===== config.mk =====
export PLATFORM = sky130hd
export DESIGN_NAME = muldiv_unit
export DESIGN_NICKNAME = d
export VERILOG_FILES = /design/src/rtl/muldiv_unit_pkg.sv /design/src/rtl/muldiv_unit.sv
export SDC_FILE = /design/constraint.sdc
export NUM_CORES = 1
export LEC_CHECK = 0
export ABC_AREA = 1
export CORE_ASPECT_RATIO = 1.2
export CORE_MARGIN = 4
export CORE_UTILIZATION = 56
export CTS_CLUSTER_SIZE = 30
export DETAILED_ROUTE_END_ITERATION = 7
export PLACE_DENSITY_LB_ADDON = 0.1
export SYNTH_ARGS = -nofsm -noshare
export SYNTH_HDL_FRONTEND = slang
export SYNTH_SLANG_ARGS = --single-unit

===== constraint.sdc =====
create_clock -name clk -period 2.17 [get_ports clk]
set_clock_uncertainty 0.1 [all_clocks]
set_input_delay 0.434 -clock clk [delete_from_list [all_inputs] [get_ports clk]]
set_output_delay 0.434 -clock clk [all_outputs]
set_load 0.05 [all_outputs]

===== src/rtl/muldiv_unit_pkg.sv =====
// Shared definitions for the iterative RV32M multiply/divide unit.
//   - FSM state encoding (2-bit)
//   - RV32M funct3 op codes (3-bit)
//   - iteration count
//   - operand-signedness decode helpers
package muldiv_unit_pkg;

  typedef enum logic [1:0] {
    MD_ST_IDLE = 2'd0,
    MD_ST_CALC = 2'd1,
    MD_ST_FIX  = 2'd2,
    MD_ST_DONE = 2'd3
  } md_state_e;

  localparam logic [2:0] MD_OP_MUL    = 3'b000;
  localparam logic [2:0] MD_OP_MULH   = 3'b001;
  localparam logic [2:0] MD_OP_MULHSU = 3'b010;
  localparam logic [2:0] MD_OP_MULHU  = 3'b011;
  localparam logic [2:0] MD_OP_DIV    = 3'b100;
  localparam logic [2:0] MD_OP_DIVU   = 3'b101;
  localparam logic [2:0] MD_OP_REM    = 3'b110;
  localparam logic [2:0] MD_OP_REMU   = 3'b111;

  localparam int MD_ITER = 32;

  // rs1 is treated as signed for MULH, MULHSU, DIV and REM
  function automatic logic src1_is_signed(input logic [2:0] op);
    return (op == MD_OP_MULH) || (op == MD_OP_MULHSU) ||
           (op == MD_OP_DIV)  || (op == MD_OP_REM);
  endfunction

  // rs2 is treated as signed for MULH, DIV and REM
  function automatic logic src2_is_signed(input logic [2:0] op);
    return (op == MD_OP_MULH) || (op == MD_OP_DIV) || (op == MD_OP_REM);
  endfunction

endpackage


===== src/rtl/muldiv_unit.sv =====
// Iterative RV32M multiply/divide unit for the EX stage.
// Radix-2 shift-add multiply and restoring divide on operand magnitudes,
// with sign correction applied in a single FIX cycle.
// Fixed latency: Start accepted at edge N, Done high in the cycle after
// edge N+33.
//
// Ports:
//   clk        system clock, rising edge
//   rst_n      asynchronous active-low reset
//   Start      operation request, sampled only while idle
//   Flush      synchronous abort, returns the unit to idle
//   MD_op      RV32M funct3 (MUL..REMU)
//   Src1       rs1 (multiplicand / dividend)
//   Src2       rs2 (multiplier / divisor)
//   Busy       unit occupied, pipeline must stall
//   Done       one-cycle pulse, MD_Result valid
//   MD_Result  registered result, held until the next FIX cycle
module muldiv_unit
  import muldiv_unit_pkg::*;
#(
  parameter int XLEN  = 32,
  parameter int CNT_W = 6
) (
  input  logic            clk,
  input  logic            rst_n,
  input  logic            Start,
  input  logic            Flush,
  input  logic [2:0]      MD_op,
  input  logic [XLEN-1:0] Src1,
  input  logic [XLEN-1:0] Src2,
  output logic            Busy,
  output logic            Done,
  output logic [XLEN-1:0] MD_Result
);

  md_state_e         state, state_nxt;
  logic [2:0]        op;
  logic [CNT_W-1:0]  cnt;
  logic              sign_diff;   // s1 ^ s2: product and quotient sign
  logic              rem_neg;     // s1: remainder sign
  logic              div_zero;
  logic [XLEN-1:0]   mcand;
  logic [2*XLEN-1:0] prod;        // low half starts as the multiplier
  logic [XLEN-1:0]   divisor;
  logic [XLEN-1:0]   rem;
  logic [XLEN-1:0]   quo;         // starts as the dividend, shifts out MSB first

  logic              accept;
  logic              last_iter;
  logic              s1_neg, s2_neg;
  logic [XLEN:0]     mul_sum;
  logic [XLEN:0]     div_shift;
  logic [XLEN:0]     div_diff;
  logic [2*XLEN-1:0] prod_fix;
  logic [XLEN-1:0]   quo_fix;
  logic [XLEN-1:0]   rem_fix;
  logic [XLEN-1:0]   result;

  function automatic logic [XLEN-1:0] magnitude(input logic [XLEN-1:0] v,
                                                input logic neg);
    // 0x80000000 stays 0x80000000 and is read as unsigned from here on
    return neg ? (~v + 1'b1) : v;
  endfunction

  assign accept    = (state == MD_ST_IDLE) && Start && !Flush;
  assign last_iter = (cnt == CNT_W'(XLEN - 1));
  assign s1_neg    = src1_is_signed(MD_op) && Src1[XLEN-1];
  assign s2_neg    = src2_is_signed(MD_op) && Src2[XLEN-1];

  assign Busy = (state != MD_ST_IDLE);
  assign Done = (state == MD_ST_DONE);

  always_ff @(posedge clk or negedge rst_n) begin
    if (!rst_n) state <= MD_ST_IDLE;
    else        state <= state_nxt;
  end

  always_comb begin
    state_nxt = state;
    if (Flush) begin
      state_nxt = MD_ST_IDLE;
    end else begin
      unique case (state)
        MD_ST_IDLE: if (Start)     state_nxt = MD_ST_CALC;
        MD_ST_CALC: if (last_iter) state_nxt = MD_ST_FIX;
        MD_ST_FIX:                 state_nxt = MD_ST_DONE;
        MD_ST_DONE:                state_nxt = MD_ST_IDLE;
        default:                   state_nxt = MD_ST_IDLE;
      endcase
    end
  end

  // Iteration datapath
  assign mul_sum   = {1'b0, prod[2*XLEN-1:XLEN]} + {1'b0, (prod[0] ? mcand : '0)};
  assign div_shift = {rem, quo[XLEN-1]};
  assign div_diff  = div_shift - {1'b0, divisor};

  // Sign correction and result select. A zero divisor leaves rem equal to
  // |Src1|, so the remainder sign fix alone restores the latched Src1; only
  // the quotient needs forcing. The signed overflow case yields 0x80000000
  // and remainder 0 naturally.
  always_comb begin
    prod_fix = sign_diff ? (~prod + 1'b1) : prod;
    quo_fix  = div_zero ? '1 : (sign_diff ? (~quo + 1'b1) : quo);
    rem_fix  = rem_neg ? (~rem + 1'b1) : rem;
    unique case (op)
      MD_OP_MUL:                           result = prod_fix[XLEN-1:0];
      MD_OP_MULH, MD_OP_MULHSU,
      MD_OP_MULHU:                         result = prod_fix[2*XLEN-1:XLEN];
      MD_OP_DIV, MD_OP_DIVU:               result = quo_fix;
      default:                             result = rem_fix;
    endcase
  end

  always_ff @(posedge clk or negedge rst_n) begin
    if (!rst_n) begin
      op        <= '0;
      cnt       <= '0;
      sign_diff <= 1'b0;
      rem_neg   <= 1'b0;
      div_zero  <= 1'b0;
      mcand     <= '0;
      prod      <= '0;
      divisor   <= '0;
      rem       <= '0;
      quo       <= '0;
      MD_Result <= '0;
    end else if (accept) begin
      op        <= MD_op;
      cnt       <= '0;
      sign_diff <= s1_neg ^ s2_neg;
      rem_neg   <= s1_neg;
      div_zero  <= (Src2 == '0);
      mcand     <= magnitude(Src1, s1_neg);
      prod      <= {{XLEN{1'b0}}, magnitude(Src2, s2_neg)};
      divisor   <= magnitude(Src2, s2_neg);
      rem       <= '0;
      quo       <= magnitude(Src1, s1_neg);
    end else if (state == MD_ST_CALC && !Flush) begin
      // ---- CALC: one radix-2 step per cycle ----
      cnt <= cnt + CNT_W'(1);
      if (op[2]) begin
        // non-negative trial difference is always below the divisor,
        // so it fits back into XLEN bits
        rem <= div_diff[XLEN] ? div_shift[XLEN-1:0] : div_diff[XLEN-1:0];
        quo <= {quo[XLEN-2:0], ~div_diff[XLEN]};
      end else begin
        prod <= {mul_sum, prod[XLEN-1:1]};
      end
    end else if (state == MD_ST_FIX && !Flush) begin
      // ---- FIX: sign correction and result register ----
      MD_Result <= result;
    end
  end

endmodule


==> impl_metrics.json, run 1 <==
{
  "gp_congestion": 1.17,
  "die_w_um": 184,
  "die_h_um": 219,
  "synth-edff-count": 0,
  "yosysWarnings": 0,
  "ys_ff_latch": 238,
  "worstEndpointGrtRepair": "prod[57]$_DFFE_PN0P_/D",
  "synthArstFlopShare_pct": 100,
  "haltStage": "global routing",
  "fp-row-count": 77,
  "cts.sinks": 238,
  "cts.htree.levels": 1,
  "syn_area_mm2": 0.0208,
  "ys_seq_area_share_pct": 28.6,
  "port-buffer-count": 104,
  "cts_made_buffers": 27,
  "syn_inst": 3431,
  "run_status": "stopped before the end",
  "synth_cell_types": 51,
  "worst_endpoint_kind": "register input",
  "grt_overflow_total": 295,
  "start_util_pct": 56.6,
  "dp_hpwl_um": 72600,
  "placedCellCount": 4545,
  "cts_root_buffer": "clkbuf_16",
  "ios": 105,
  "error_line": "[ERROR GRT-0232] Routing congestion too high. Check the congestion heatmap in the GUI.",
  "synth.avg_cell_area_um2": 6.07,
  "grt.total_usage_pct": 79.7,
  "dpl_cell_area_mm2": 0.0271,
  "dominantRegCellSynth": "dfrtp_1",
  "syn_nets": 3578,
  "cts_buffer_depth": 3,
  "grt_max_degree": 53
}
through the flow:
stage	TNS (ns)	util [%]	setup slack, ns
4_1_cts	-12.67	81.6	-0.279
3_3_place_gp	-56.14	73.7	-0.510
2_1_floorplan	-2.40	-	-0.0955
3_5_place_dp	-73.62	73.7	-0.569
synthesized netlist by cell type, types with 3 or more instances:
cell type | n | area, µm²
nand2_1 | 994 | 3730
inv_1 | 438 | 1640
nor2_1 | 414 | 1550
nand3_1 | 386 | 1930
o21ai_0 | 283 | 1420
dfrtp_1 | 238 | 5960
a21oi_1 | 174 | 871
ha_1 | 74 | 926
clkbuf_1 | 52 | 195
nand4_1 | 42 | 263
or2_2 | 32 | 200
nand2_2 | 30 | 188
nor3_1 | 28 | 140
buf_2 | 27 | 135
o221ai_1 | 21 | 184
xnor2_1 | 20 | 175
a22oi_1 | 19 | 143
nand3b_1 | 14 | 105
o21ai_1 | 14 | 70.1
o211ai_1 | 12 | 90.1
o21bai_1 | 12 | 90.1
buf_1 | 10 | 37.5
nor2_2 | 10 | 62.6
o22ai_1 | 10 | 62.6
xor2_1 | 9 | 78.8
a31oi_1 | 8 | 50.1
inv_2 | 8 | 30.0
buf_4 | 7 | 52.6
o21ai_2 | 5 | 43.8
a21o_1 | 4 | 30.0
nor4_1 | 4 | 25.0
a21oi_2 | 3 | 26.3
nand3_2 | 3 | 30.0
o21a_1 | 3 | 22.5
per-layer routing:
layer,GRT usage [%],GRT overflow
met1,77.5,5
met2,95.2,166
met3,66.4,10
met4,83.0,114
met5,30.9,0
what timing repair did:
item,in CTS
hold buffers,1
endpoints found under the hold margin,45
pin swaps,102
buffers inserted,35
endpoints found under the setup margin,142
cloned,5
resized for setup,474
logic make-up after synthesis:
kind of cell / share of synthesized area [%]
xor+xnor: 1.22
flops: 28.6
compound gates: 15.3
fa+ha+maj: 4.64
simple gates: 40.0
buf+inv: 10.3
==> inputs of run 2 (changes only) <==
--- a/config.mk
+++ b/config.mk
@@ -6,12 +6,10 @@
 export NUM_CORES = 1
 export LEC_CHECK = 0
 export ABC_AREA = 1
-export CORE_ASPECT_RATIO = 1.2
 export CORE_MARGIN = 4
-export CORE_UTILIZATION = 56
-export CTS_CLUSTER_SIZE = 30
+export CORE_UTILIZATION = 40
 export DETAILED_ROUTE_END_ITERATION = 7
-export PLACE_DENSITY_LB_ADDON = 0.1
+export PLACE_DENSITY_LB_ADDON = 0.15
 export SYNTH_ARGS = -nofsm -noshare
 export SYNTH_HDL_FRONTEND = slang
 export SYNTH_SLANG_ARGS = --single-unit
==> constraint.sdc (replaced) <==
create_clock -name clk -period 2.8 [get_ports clk]
set_clock_uncertainty 0.1 [all_clocks]
set_input_delay 0.56 -clock clk [delete_from_list [all_inputs] [get_ports clk]]
set_output_delay 0.56 -clock clk [all_outputs]
set_load 0.05 [all_outputs]
==> run 2 against run 1 <==
Compared with the run above: the run now ends clean; synthesized cell count unchanged; synthesized area is the same.
==> impl_metrics.json, run 2 <==
{
  "run_status": "complete, no violations",
  "ys_ff_latch": 238,
  "end_kind": "flip-flop",
  "rsz0062_at_grt": "false",
  "syn_nets": 3578,
  "max_cap_violations": 0,
  "crit_required_ns": 3.15,
  "clkLatencyLatePin_ns": 0.58,
  "pre_cts_ws_ns": -0.0793,
  "ir_drop_mv": 0.576,
  "post-synth-top-count-cell": "nand2_1",
  "final_cell_mix": "nand2_1, inv_1, nor2_1",
  "critPathKind": "reg2reg",
  "drtPass1Iterations": 6,
  "cts.htree.levels": 1,
  "synth-edff-count": 0,
  "path_clk_slew_ns": 0.06,
  "final_common_cell": "nand2_1",
  "slew_violations": 0,
  "synth_largest_area_cell": "dfrtp_1",
  "cts_root_buffer": "clkbuf_16",
  "reg2reg_depth": 14,
  "drt_iter0_drc": 2277,
  "wire_per_inst_um": 19.5,
  "fin_ws_ns": 0.152,
  "synth_cell_types": 51,
  "placedCellCount": 4268,
  "cts_buffer_depth": 3,
  "gp_congestion": 1.05,
  "n_antenna_cell": 0,
  "synth_top_cell_area_share_pct": 28.6,
  "worstPathCellList": "inv_1 > ha_1 > fa_2 > nand3b_1 > nand2_2 > nand2_1 > nand2_2 > nand2_1 > nand2_2 > nand2_2 > nand3_4 > nand2_8 > nand2_1 > o211ai_1",
  "vias_per_cell": 5.35,
  "yosysWarnings": 0,
  "synthTopCellsByCount": "nand2_1, inv_1, nor2_1",
  "fillers": 5547,
  "regMostFlops": "prod",
  "wirelength_um": 84400,
  "vias": 23100,
  "tightestPinTransition_ns": 0.615,
  "largest_reg_flops": 64,
  "drc": 0,
  "arrival_ns": 3.00,
  "die_w_um": 236,
  "grt_max_degree": 76,
  "synth.avg_cell_area_um2": 6.07,
  "fin_nets": 3770,
  "grt_pass1_vias": 21900,
  "cpPeakStageDelay_ns": 0.39,
  "syn_area_mm2": 0.0208,
  "crit_top_cell": "nand2_2",
  "synthArstFlopShare_pct": 100,
  "ys_seq_area_share_pct": 28.6,
  "finalCritPeriodShare_pct": 94.6,
  "fin_cells": 4322,
  "fin_crit_ns": 2.65,
  "syn2layout_area_growth_pct": 17.7,
  "antenna_found_initial": 0,
  "dominantRegCellSynth": "dfrtp_1",
  "cts_made_buffers": 29,
  "start_util_pct": 40.5,
  "synth.area.top_cells": "dfrtp_1, nand2_1, nand3_1",
  "dieArea_mm2": 0.0558,
  "dp_hpwl_um": 69300,
  "slowest_stage": "dfrtp_1",
  "antenna_left": 0,
  "coreArea_mm2": 0.0514,
  "power.density_mw_per_mm2": 1060,
  "fp-row-count": 83,
  "fmax_mhz": 378,
  "final_layout_size_suffix_gt1_share_pct": 8.51,
  "cts.sinks": 238,
  "port-buffer-count": 104,
  "worst_hold_path_type": "reg2reg",
  "ios": 105,
  "cp_max_fo": 10,
  "start_kind": "flip-flop",
  "grt_overflow_total": 0,
  "die_h_um": 236,
  "hold_viol": 0,
  "grt_pass1_wl_um": 129000,
  "holdPathStages": 2,
  "setup_violations": 0,
  "syn_inst": 3431,
  "grt.total_usage_pct": 29.4,
  "p_leak_nw": 12.6,
  "slew_headroom_pct": 58.6,
  "cts_tree": "yes"
}
==> run 2: cell counts after synthesis <==
Identical to the previous run, type by type.
==> run 2: logic make-up after synthesis <==
group / count (synthesis) / synth area share [%]
DFF: 238 / 28.6
adders and majority gates: 76 / 4.64
xor gates and xnor gates: 29 / 1.22
buffers and inverters: 546 / 10.3
AOI/OAI and AO/OA: 577 / 15.3
and+or+nand+nor: 1965 / 40.0
==> run 2: stage by stage <==
| stage | power [mW] | instance area [µm²] | hold slack [ns] | TNS [ns] | utilization [%] |
|---|---|---|---|---|---|
| 6_report | 25.9 | 24500 | 0.384 | 0 | 47.7 |
| 4_1_cts | 25.6 | 24400 | 0.382 | 0 | 47.5 |
| 5_1_grt | 27.8 | 24500 | 0.399 | 0 | 47.7 |
| 3_3_place_gp | 22.0 | 23500 | 0.364 | -0.170 | 45.8 |
| 3_5_place_dp | 22.0 | 23500 | 0.365 | -0.241 | 45.8 |
| 2_1_floorplan | 15.9 | 20800 | 0.164 | 0 | - |
==> run 2: critical path: cells and delay by family, from the launching register on <==
kind	cells	cell delay (ns)
buffers and inverters	1	0.09
adder cells (fa/ha/maj)	2	0.63
flip-flops	1	0.39
AO/OA/AOI/OAI	1	0.12
AND/OR/NAND/NOR	10	1.17
==> run 2: routing by layer <==
| layer | track usage (%) | up-vias | share of wire [%] |
|---|---|---|---|
| li1 | - | 11500 | - |
| met1 | 40.6 | 10700 | 45 |
| met4 | 12.0 | 0 | 5.0 |
| met3 | 2.50 | 151 | 5.3 |
| met2 | 47.7 | 767 | 45 |
| met5 | 0 | - | 0 |
==> run 2: area by class of cell <==
| cell class | count | area, µm² | area share, % |
|---|---|---|---|
| Timing Repair Buffer | 258 | 2350 | 9.59 |
| Clock buffer | 40 | 787 | 3.21 |
| Clock inverter | 10 | 85.1 | 0.347 |
| Inverter | 448 | 1680 | 6.86 |
| Sequential cell | 238 | 5960 | 24.3 |
| Multi-Input combinational cell | 2648 | 12800 | 52.2 |
| Tap cell | 680 | 851 | 3.47 |
==> run 2: report_power, final <==
part | leakage, nW | switching [mW] | internal, mW
registers | 2.96 | 1.66 | 4.88
clock network | 0.422 | 1.59 | 1.98
logic | 9.22 | 10.7 | 5.07
total | 12.6 | 14.0 | 11.9
==> run 2: worst paths after layout <==
kind / startpoint / to / slack, ns
hold reg to reg: mcand[19] / mcand[19] / 0.38
setup / recovery: quo[31] / quo[0] / 0.15
hold / removal: mcand[19] / mcand[19] / 0.38
max in group asynchronous: rst_n / divisor[5] / 1.47
setup reg to reg: quo[31] / quo[0] / 0.15
min in group asynchronous: rst_n / prod[53] / 0.42
==> run 2: timing repair <==
item / 4_1_cts / 5_1_grt
buffers inserted: 0 / 2
hold endpoints to repair: 54 / 0
hold buffers: 1 / 0
gates resized for setup: 1 / 18
gates cloned: 0 / 1
pin swaps: 0 / 2
setup endpoints to repair: 1 / 52
Note: power is estimated with default switching activity, not from simulation.
